==> config.mk <==
export PLATFORM = sky130hd
export DESIGN_NAME = core_sequencer
export DESIGN_NICKNAME = d
export VERILOG_FILES = /design/src/rtl/core_sequencer.sv
export SDC_FILE = /design/constraint.sdc
export NUM_CORES = 1
export LEC_CHECK = 0
export ABC_AREA = 1
export ABC_CLOCK_PERIOD_IN_PS = 1600
export CAP_MARGIN = 10
export CORE_MARGIN = 10
export CORE_UTILIZATION = 34
export CTS_CLUSTER_DIAMETER = 120
export DETAILED_ROUTE_END_ITERATION = 7
export PLACE_DENSITY = 0.91
export SKIP_CTS_REPAIR_TIMING = 1
export SYNTH_ARGS = -nofsm -noshare
export SYNTH_HDL_FRONTEND = slang
export SYNTH_SLANG_ARGS = --single-unit
==> constraint.sdc <==
create_clock -name Clk -period 1.6 [get_ports Clk]
set_input_delay 0.32 -clock Clk [delete_from_list [all_inputs] [get_ports Clk]]
set_output_delay 0.32 -clock Clk [all_outputs]
set_load 0.02 [all_outputs]
==> src/rtl/core_sequencer.sv <==
// Multi-cycle controller for the RV64 datapath: boot, fetch, decode, execute, memory, writeback.
// Optional performance counters are enabled with the SEQ_PERF_CNT_EN macro.
module core_sequencer #(
    parameter int FPU_LATENCY = 4,
    parameter int MEM_TIMEOUT = 255,
    parameter int TIMEOUT_W   = 8
) (
    input  logic        Clk,
    input  logic        Rst,
    input  logic        in_start,
    input  logic [6:0]  in_opcode,
    input  logic        in_int_rf_we,
    input  logic        in_fp_rf_we,
    input  logic        in_imem_ack,
    input  logic        in_dmem_ack,
    output logic        out_load_init_addr,
    output logic        out_pc_we,
    output logic        out_ir_we,
    output logic        out_imem_req,
    output logic        out_dmem_req,
    output logic        out_dmem_we,
    output logic        out_int_rf_we,
    output logic        out_fp_rf_we,
    output logic        out_busy,
    output logic        out_halted,
    output logic        out_err,
    output logic [2:0]  out_state,
    output logic [63:0] out_cycle_cnt,
    output logic [63:0] out_instret
);

    localparam int EW = (FPU_LATENCY > 1) ? $clog2(FPU_LATENCY) : 1;

    typedef enum logic [2:0] {
        S_IDLE   = 3'd0,
        S_BOOT   = 3'd1,
        S_FETCH  = 3'd2,
        S_DECODE = 3'd3,
        S_EXEC   = 3'd4,
        S_MEM    = 3'd5,
        S_WB     = 3'd6,
        S_HALT   = 3'd7
    } state_t;

    typedef enum logic [1:0] {
        C_SIMPLE = 2'd0,
        C_LOAD   = 2'd1,
        C_STORE  = 2'd2,
        C_FP     = 2'd3
    } cls_t;

    state_t                 r_state, w_next;
    cls_t                   r_cls, w_cls;
    logic [EW-1:0]          r_exec_cnt;
    logic [TIMEOUT_W-1:0]   r_to_cnt;
    logic                   r_err;
    logic                   w_set_err;
    logic                   w_to_hit;
    logic                   w_waiting;
    logic                   w_is_system;

    always_comb begin
        w_cls = C_SIMPLE;
        case (in_opcode)
            7'b0000011, 7'b0000111: w_cls = C_LOAD;
            7'b0100011, 7'b0100111: w_cls = C_STORE;
            7'b1010011:             w_cls = C_FP;
            default:                w_cls = C_SIMPLE;
        endcase
    end

    assign w_is_system = (in_opcode == 7'b1110011);
    assign w_to_hit    = (r_to_cnt == TIMEOUT_W'(MEM_TIMEOUT - 1));
    assign w_waiting   = ((r_state == S_FETCH) && !in_imem_ack) ||
                         ((r_state == S_MEM)   && !in_dmem_ack);

    // An ack is checked before the timeout so it wins when both land together.
    always_comb begin
        w_next    = r_state;
        w_set_err = 1'b0;
        case (r_state)
            S_IDLE:   if (in_start) w_next = S_BOOT;
            S_BOOT:   w_next = S_FETCH;
            S_FETCH: begin
                if (in_imem_ack) begin
                    w_next = S_DECODE;
                end else if (w_to_hit) begin
                    w_next    = S_HALT;
                    w_set_err = 1'b1;
                end
            end
            S_DECODE: w_next = w_is_system ? S_HALT : S_EXEC;
            S_EXEC: begin
                if (r_exec_cnt == '0)
                    w_next = ((r_cls == C_LOAD) || (r_cls == C_STORE)) ? S_MEM : S_WB;
            end
            S_MEM: begin
                if (in_dmem_ack) begin
                    w_next = S_WB;
                end else if (w_to_hit) begin
                    w_next    = S_HALT;
                    w_set_err = 1'b1;
                end
            end
            S_WB:     w_next = S_FETCH;
            S_HALT:   if (in_start) w_next = S_BOOT;
            default:  w_next = S_IDLE;
        endcase
    end

    always_ff @(posedge Clk) begin
        if (Rst) begin
            r_state    <= S_IDLE;
            r_cls      <= C_SIMPLE;
            r_exec_cnt <= '0;
            r_to_cnt   <= '0;
            r_err      <= 1'b0;
        end else begin
            r_state <= w_next;
            if (w_set_err)
                r_err <= 1'b1;
            if (r_state == S_DECODE) begin
                r_cls      <= w_cls;
                r_exec_cnt <= (w_cls == C_FP) ? EW'(FPU_LATENCY - 1) : '0;
            end else if ((r_state == S_EXEC) && (r_exec_cnt != '0)) begin
                r_exec_cnt <= r_exec_cnt - 1'b1;
            end
            // Counter only runs while a request is outstanding, so it restarts on each entry.
            if (w_waiting)
                r_to_cnt <= r_to_cnt + 1'b1;
            else
                r_to_cnt <= '0;
        end
    end

    assign out_load_init_addr = (r_state == S_BOOT);
    assign out_pc_we          = (r_state == S_BOOT) || (r_state == S_WB);
    assign out_ir_we          = (r_state == S_FETCH) && in_imem_ack;
    assign out_imem_req       = (r_state == S_FETCH);
    assign out_dmem_req       = (r_state == S_MEM);
    assign out_dmem_we        = (r_state == S_MEM) && (r_cls == C_STORE);
    assign out_int_rf_we      = (r_state == S_WB) && (r_cls != C_STORE) && in_int_rf_we;
    assign out_fp_rf_we       = (r_state == S_WB) && (r_cls != C_STORE) && in_fp_rf_we;
    assign out_busy           = (r_state != S_IDLE) && (r_state != S_HALT);
    assign out_halted         = (r_state == S_HALT);
    assign out_err            = r_err;
    assign out_state          = r_state;

`ifdef SEQ_PERF_CNT_EN
    logic [63:0] r_cycle_cnt;
    logic [63:0] r_instret;

    always_ff @(posedge Clk) begin
        if (Rst) begin
            r_cycle_cnt <= '0;
            r_instret   <= '0;
        end else begin
            if (out_busy)
                r_cycle_cnt <= r_cycle_cnt + 64'd1;
            if (r_state == S_WB)
                r_instret <= r_instret + 64'd1;
        end
    end

    assign out_cycle_cnt = r_cycle_cnt;
    assign out_instret   = r_instret;
`else
    assign out_cycle_cnt = '0;
    assign out_instret   = '0;
`endif

endmodule

Yosys cells after proc, flatten, opt, wreduce, memory -nomap -nowiden
Index checks and enable logic that the tools add are counted.

Bits in registers: 16. Input bits: 14. Output and inout bits: 142. Word-level logic and storage cells: 70.

Add/sub/neg operators: 2. Eq/ne operators: 21. Multiplexer cells: 16. Bitwise operators: 1. Reductions and logical operators: 25.

Operator list (number): $pmux 3 s6 (1); $mux 3 (5); $eq 7x6->1 const B (2); $eq 7x7->1 const B (2); $eq 3x3->1 const B (4); $mux 2 (5); $reduce_or 2->1 (5); $logic_and 1x1->1 (9); $add 8x1->8 const B (1); $eq 8x8->1 const B (1); $eq 7x2->1 const B (1); $eq 7x3->1 const B (1); $eq 3x2->1 const B (2); $pmux 2 s3 (1); $eq 2x2->1 const B (2); $ne 2x2->1 const B (2); $reduce_bool 2->1 (2); $eq 3x1->1 const B (1); $logic_not 3->1 (1); $logic_or 1x1->1 (3); $mux 1 (3); $ne 3x3->1 const B (1); $reduce_bool 3->1 (1); $eq 2x1->1 const B (1); 7 further kinds (8).

Depth between registers and ports, before layout
Depth after elaboration: 6. Mapped depth: 10.

Least setup slack after synthesis
Ideal clock, no wire load.

Path type: reg2out. Start point: register r_state[1] (netlist: out_state[1]). End point: output port out_ir_we. Arrival: 1.230 ns. Setup slack: 0.050 ns. Stages on the path, launching flop included: 5. Path buffers: 0. Cells stage by stage: dfxtp_1 -> nand2_2 -> nor2_4 -> inv_2 -> nor2_1.

Cells in the longest elaborated chain, start to end: 2.

Ends and longest elaborated chain: from (decl) (RTL line 52) `state_t r_state, w_next;`; from (signal assigned) (RTL line 119) `r_state <= w_next;`; $eq 3x2->1; named net out_imem_req (RTL line 19) `output logic out_imem_req,`; $logic_and 1x1->1 (RTL line 138) `assign out_ir_we = (r_state == S_FETCH) && in_imem_ack;`; to (decl) (RTL line 18) `output logic out_ir_we,`.

The timed path passes the listed nets, and every way through them passes these cells.

Worst setup path after layout
Start point: register r_err (netlist: out_err). End point: output port out_err.

RTL lines: from (decl) (RTL line 56) `logic r_err;`; from (signal assigned) (RTL line 117) `r_err <= 1'b0;`; from (signal assigned) (RTL line 121) `r_err <= 1'b1;`; to (decl) (RTL line 26) `output logic out_err,`.

No word-level cell between the ends.

==> impl_results.md <==
- Share of the synthesized netlist area taken by xor and xnor gates: 1.35%
- Hold Slack: 0.465 ns
- RSZ-0062 raised after global routing: true
- Library cells used by synthesis: 28
- Hold_sp: r_cls[0]
- Peak VDD IR: 610 uV
- Run status: completed
- Site Rows: 27
- End point of the most critical hold path: r_cls[0]
- Clock insertion delay at the later pin of the skew report: 0.26 ns
- Number of failing hold endpoints at the final stage: 0
- Least setup slack across all paths after layout: 0.0473 ns
- First drt pass iteration count: 4
- Fraction of the mapped netlist area in simple logic gates: 19.0%
- Die height: 95.8 um
- Worst Hold Path Cells: 2
- First-pass GRT wire length: 6.16 mm
- Number of buffers inserted by port buffering: 27
- Commonest cells after routing, fill and taps aside: 128 x sky130_fd_sc_hd__conb_1, 25 x sky130_fd_sc_hd__nand2_1, 22 x sky130_fd_sc_hd__inv_1, 21 x sky130_fd_sc_hd__nor2_1, 20 x sky130_fd_sc_hd__buf_4
- Final antenna-violating net count: 0
- Share of the yosys chip area belonging to registers: 16.4%
- Mapped cell area: 1950 um^2
- Period utilization: 97.0%
- # H-tree levels: 1
- Bufs and invs on worst path: 1
- Adder-cell share of the synthesized area: 2.56%
- Number of DRC violations after detailed-routing iteration 0: 40
- Die area: 9170 um^2
- Synthesis warning total: 0
- Number of vias in the routed layout: 1396
- Main combinational cell family by area after synthesis: buffers and inverters
- Worst-path clk slew: 0.06 ns
- Area of the core: 5540 um^2
- FF+latch count, synth: 16
- Sequence of cells on the critical path: clkdlybuf4s50_1
- Final Max Tran Viols: 0
- Horizontal extent of the die: 95.8 um
- Per-cell routed wire length: 11.1 um
- IO Pins: 156
- Maximum fanout count along the critical path: 2
- Type of the worst setup path: register to output pin
- Proportion of layout cells with a drive suffix above 1: 15.4%
- Worst min-delay path category: register to register
- Routability congestion estimate from global placement: 0.854
- Cell count after synthesis: 276
- Number of vias per cell after detailed routing: 3.53
- Launching element type of the critical path: register
- Hpwl dp: 3.86 mm
- Antenna Cells: 0
- Upper clock frequency limit: 644 MHz
- Synthesized-area fraction occupied by ao, oa, aoi and oai cells: 5.90%
- Area growth from synthesis to final layout: 4.23%
- Number of antenna violations at the first check in global routing: 0
- Worst Setup End Kind: output pin
- Final Routed Wirelength: 4.40 mm
- Clock Tree Buf Depth: 2
- RR Startpoint: out_state[2]
- Worst clock skew: 0.00127 ns
- Min Tclk post-route: 1.55 ns
- Critical Path AT: 1.23 ns
- Maximum single-stage delay on the critical path: 0.64 ns
- Crit-path slowest cell: sky130_fd_sc_hd__clkdlybuf4s50_1
- R2R Path End: r_exec_cnt[0]
- Path depth of the worst reg2reg path: 9
- Reg2Reg Setup Slack: 0.17 ns
- Grt ovf: 0
- PwrDens: 1080 nW/um^2
- Setup Viol. Count Final: 0
- Top cell family by delay on the critical path: buffers and inverters
- Worst slack at placement: -0.241 ns
- Vias in the first global route: 1366
- Sinks on the clock net: 16
- Starting density of the core: 35.2%
- Leak: 1.17 nW
- TritonCTS Buffers: 3
- Commonest non-fill, non-tap cell in the layout: sky130_fd_sc_hd__conb_1
- Count of nets after finishing: 343
- Multiplexer fraction of the synthesized cell area: 0%
- Data required time of the worst path: 1.28 ns
- Largest net degree at the start of global routing: 10
- Number of remaining DRC errors: 0
- Global-route total usage across every layer: 8.19%
- TritonCTS clock tree: done
- Overall power of the completed layout: 2.19 mW
- CTS root buf: sky130_fd_sc_hd__clkbuf_8
- Max-cap viol count: 0
- Post-synthesis area per instance: 7.07 um^2
[metrics by stage]
step	std cells	util (%)	cell area, um^2	setup TNS [ns]
after global routing	396	36.7	2030	-0.0518
after CTS	393	36.0	1990	-4.36
after global placement	389	35.0	1940	-0.947
after detailed placement	389	35.0	1940	-1.02
after floorplan	403	-	2430	0
final	396	36.7	2030	0
[cell families (layout without fill, tap and decap cells)]
logic type | after synthesis | after routing
fa+ha+maj | 4 | 4
flops | 16 | 16
simple gates | 77 | 77
buf+inv | 156 | 77
compound gates | 19 | 19
xor+xnor | 3 | 3
other cells | 1 | 128
[how the worst max path moves through the flow]
stage,from,endpoint,depth (start not counted)
after floorplan,out_state[1],out_ir_we,4
after global placement,in_fp_rf_we,out_fp_rf_we,4
after detailed placement,in_fp_rf_we,out_fp_rf_we,4
after CTS,r_cls[0],out_fp_rf_we,6
after global routing,out_state[2],out_pc_we,5
final,out_err,out_err,1
[cells in the mapped netlist, drive strengths merged]
| cell | n | area, um^2 |
|---|---|---|
| nand2 | 26 | 100 |
| xnor2 | 2 | 17.5 |
| nor3 | 2 | 10.0 |
| or2 | 3 | 18.8 |
| o21a | 1 | 7.51 |
| ha | 4 | 50.1 |
| o211ai | 2 | 15.0 |
| nand3 | 15 | 80.1 |
| o21ai | 8 | 51.3 |
| xor2 | 1 | 8.76 |
| nor3b | 2 | 25.0 |
| a21oi | 7 | 35.0 |
| conb | 1 | 3.75 |
| a31oi | 1 | 6.26 |
| inv | 28 | 105 |
| buf | 128 | 961 |
| nor2 | 25 | 111 |
| dfxtp | 16 | 320 |
| nand4 | 4 | 25.0 |
[area by class of cell]
type	count	area [um^2]
Fill cell	582	3510
Multi-Input combinational cell	231	1050
Timing Repair Buffer	45	397
Sequential cell	16	333
Inverter	28	108
Tap cell	72	90.1
Clock buffer	4	55.1
[state kept, by name, indices dropped and copies added, names as in the netlist]
signal / count
r_to_cnt: 8
out_state: 3
r_cls: 2
r_exec_cnt: 2
out_err: 1
[power breakdown]
part | total, mW | internal [mW] | switching [mW]
clock | 0.367 | 0.219 | 0.148
sequential | 0.533 | 0.463 | 0.0707
combinational | 1.29 | 0.490 | 0.804
[layer usage]
layer,global-route usage [%],part of all wire (%)
met4,3.19,1.1
met3,3.11,15
met2,16.2,52
met5,0,0
met1,7.24,31
(Power assumes the default switching activity.)
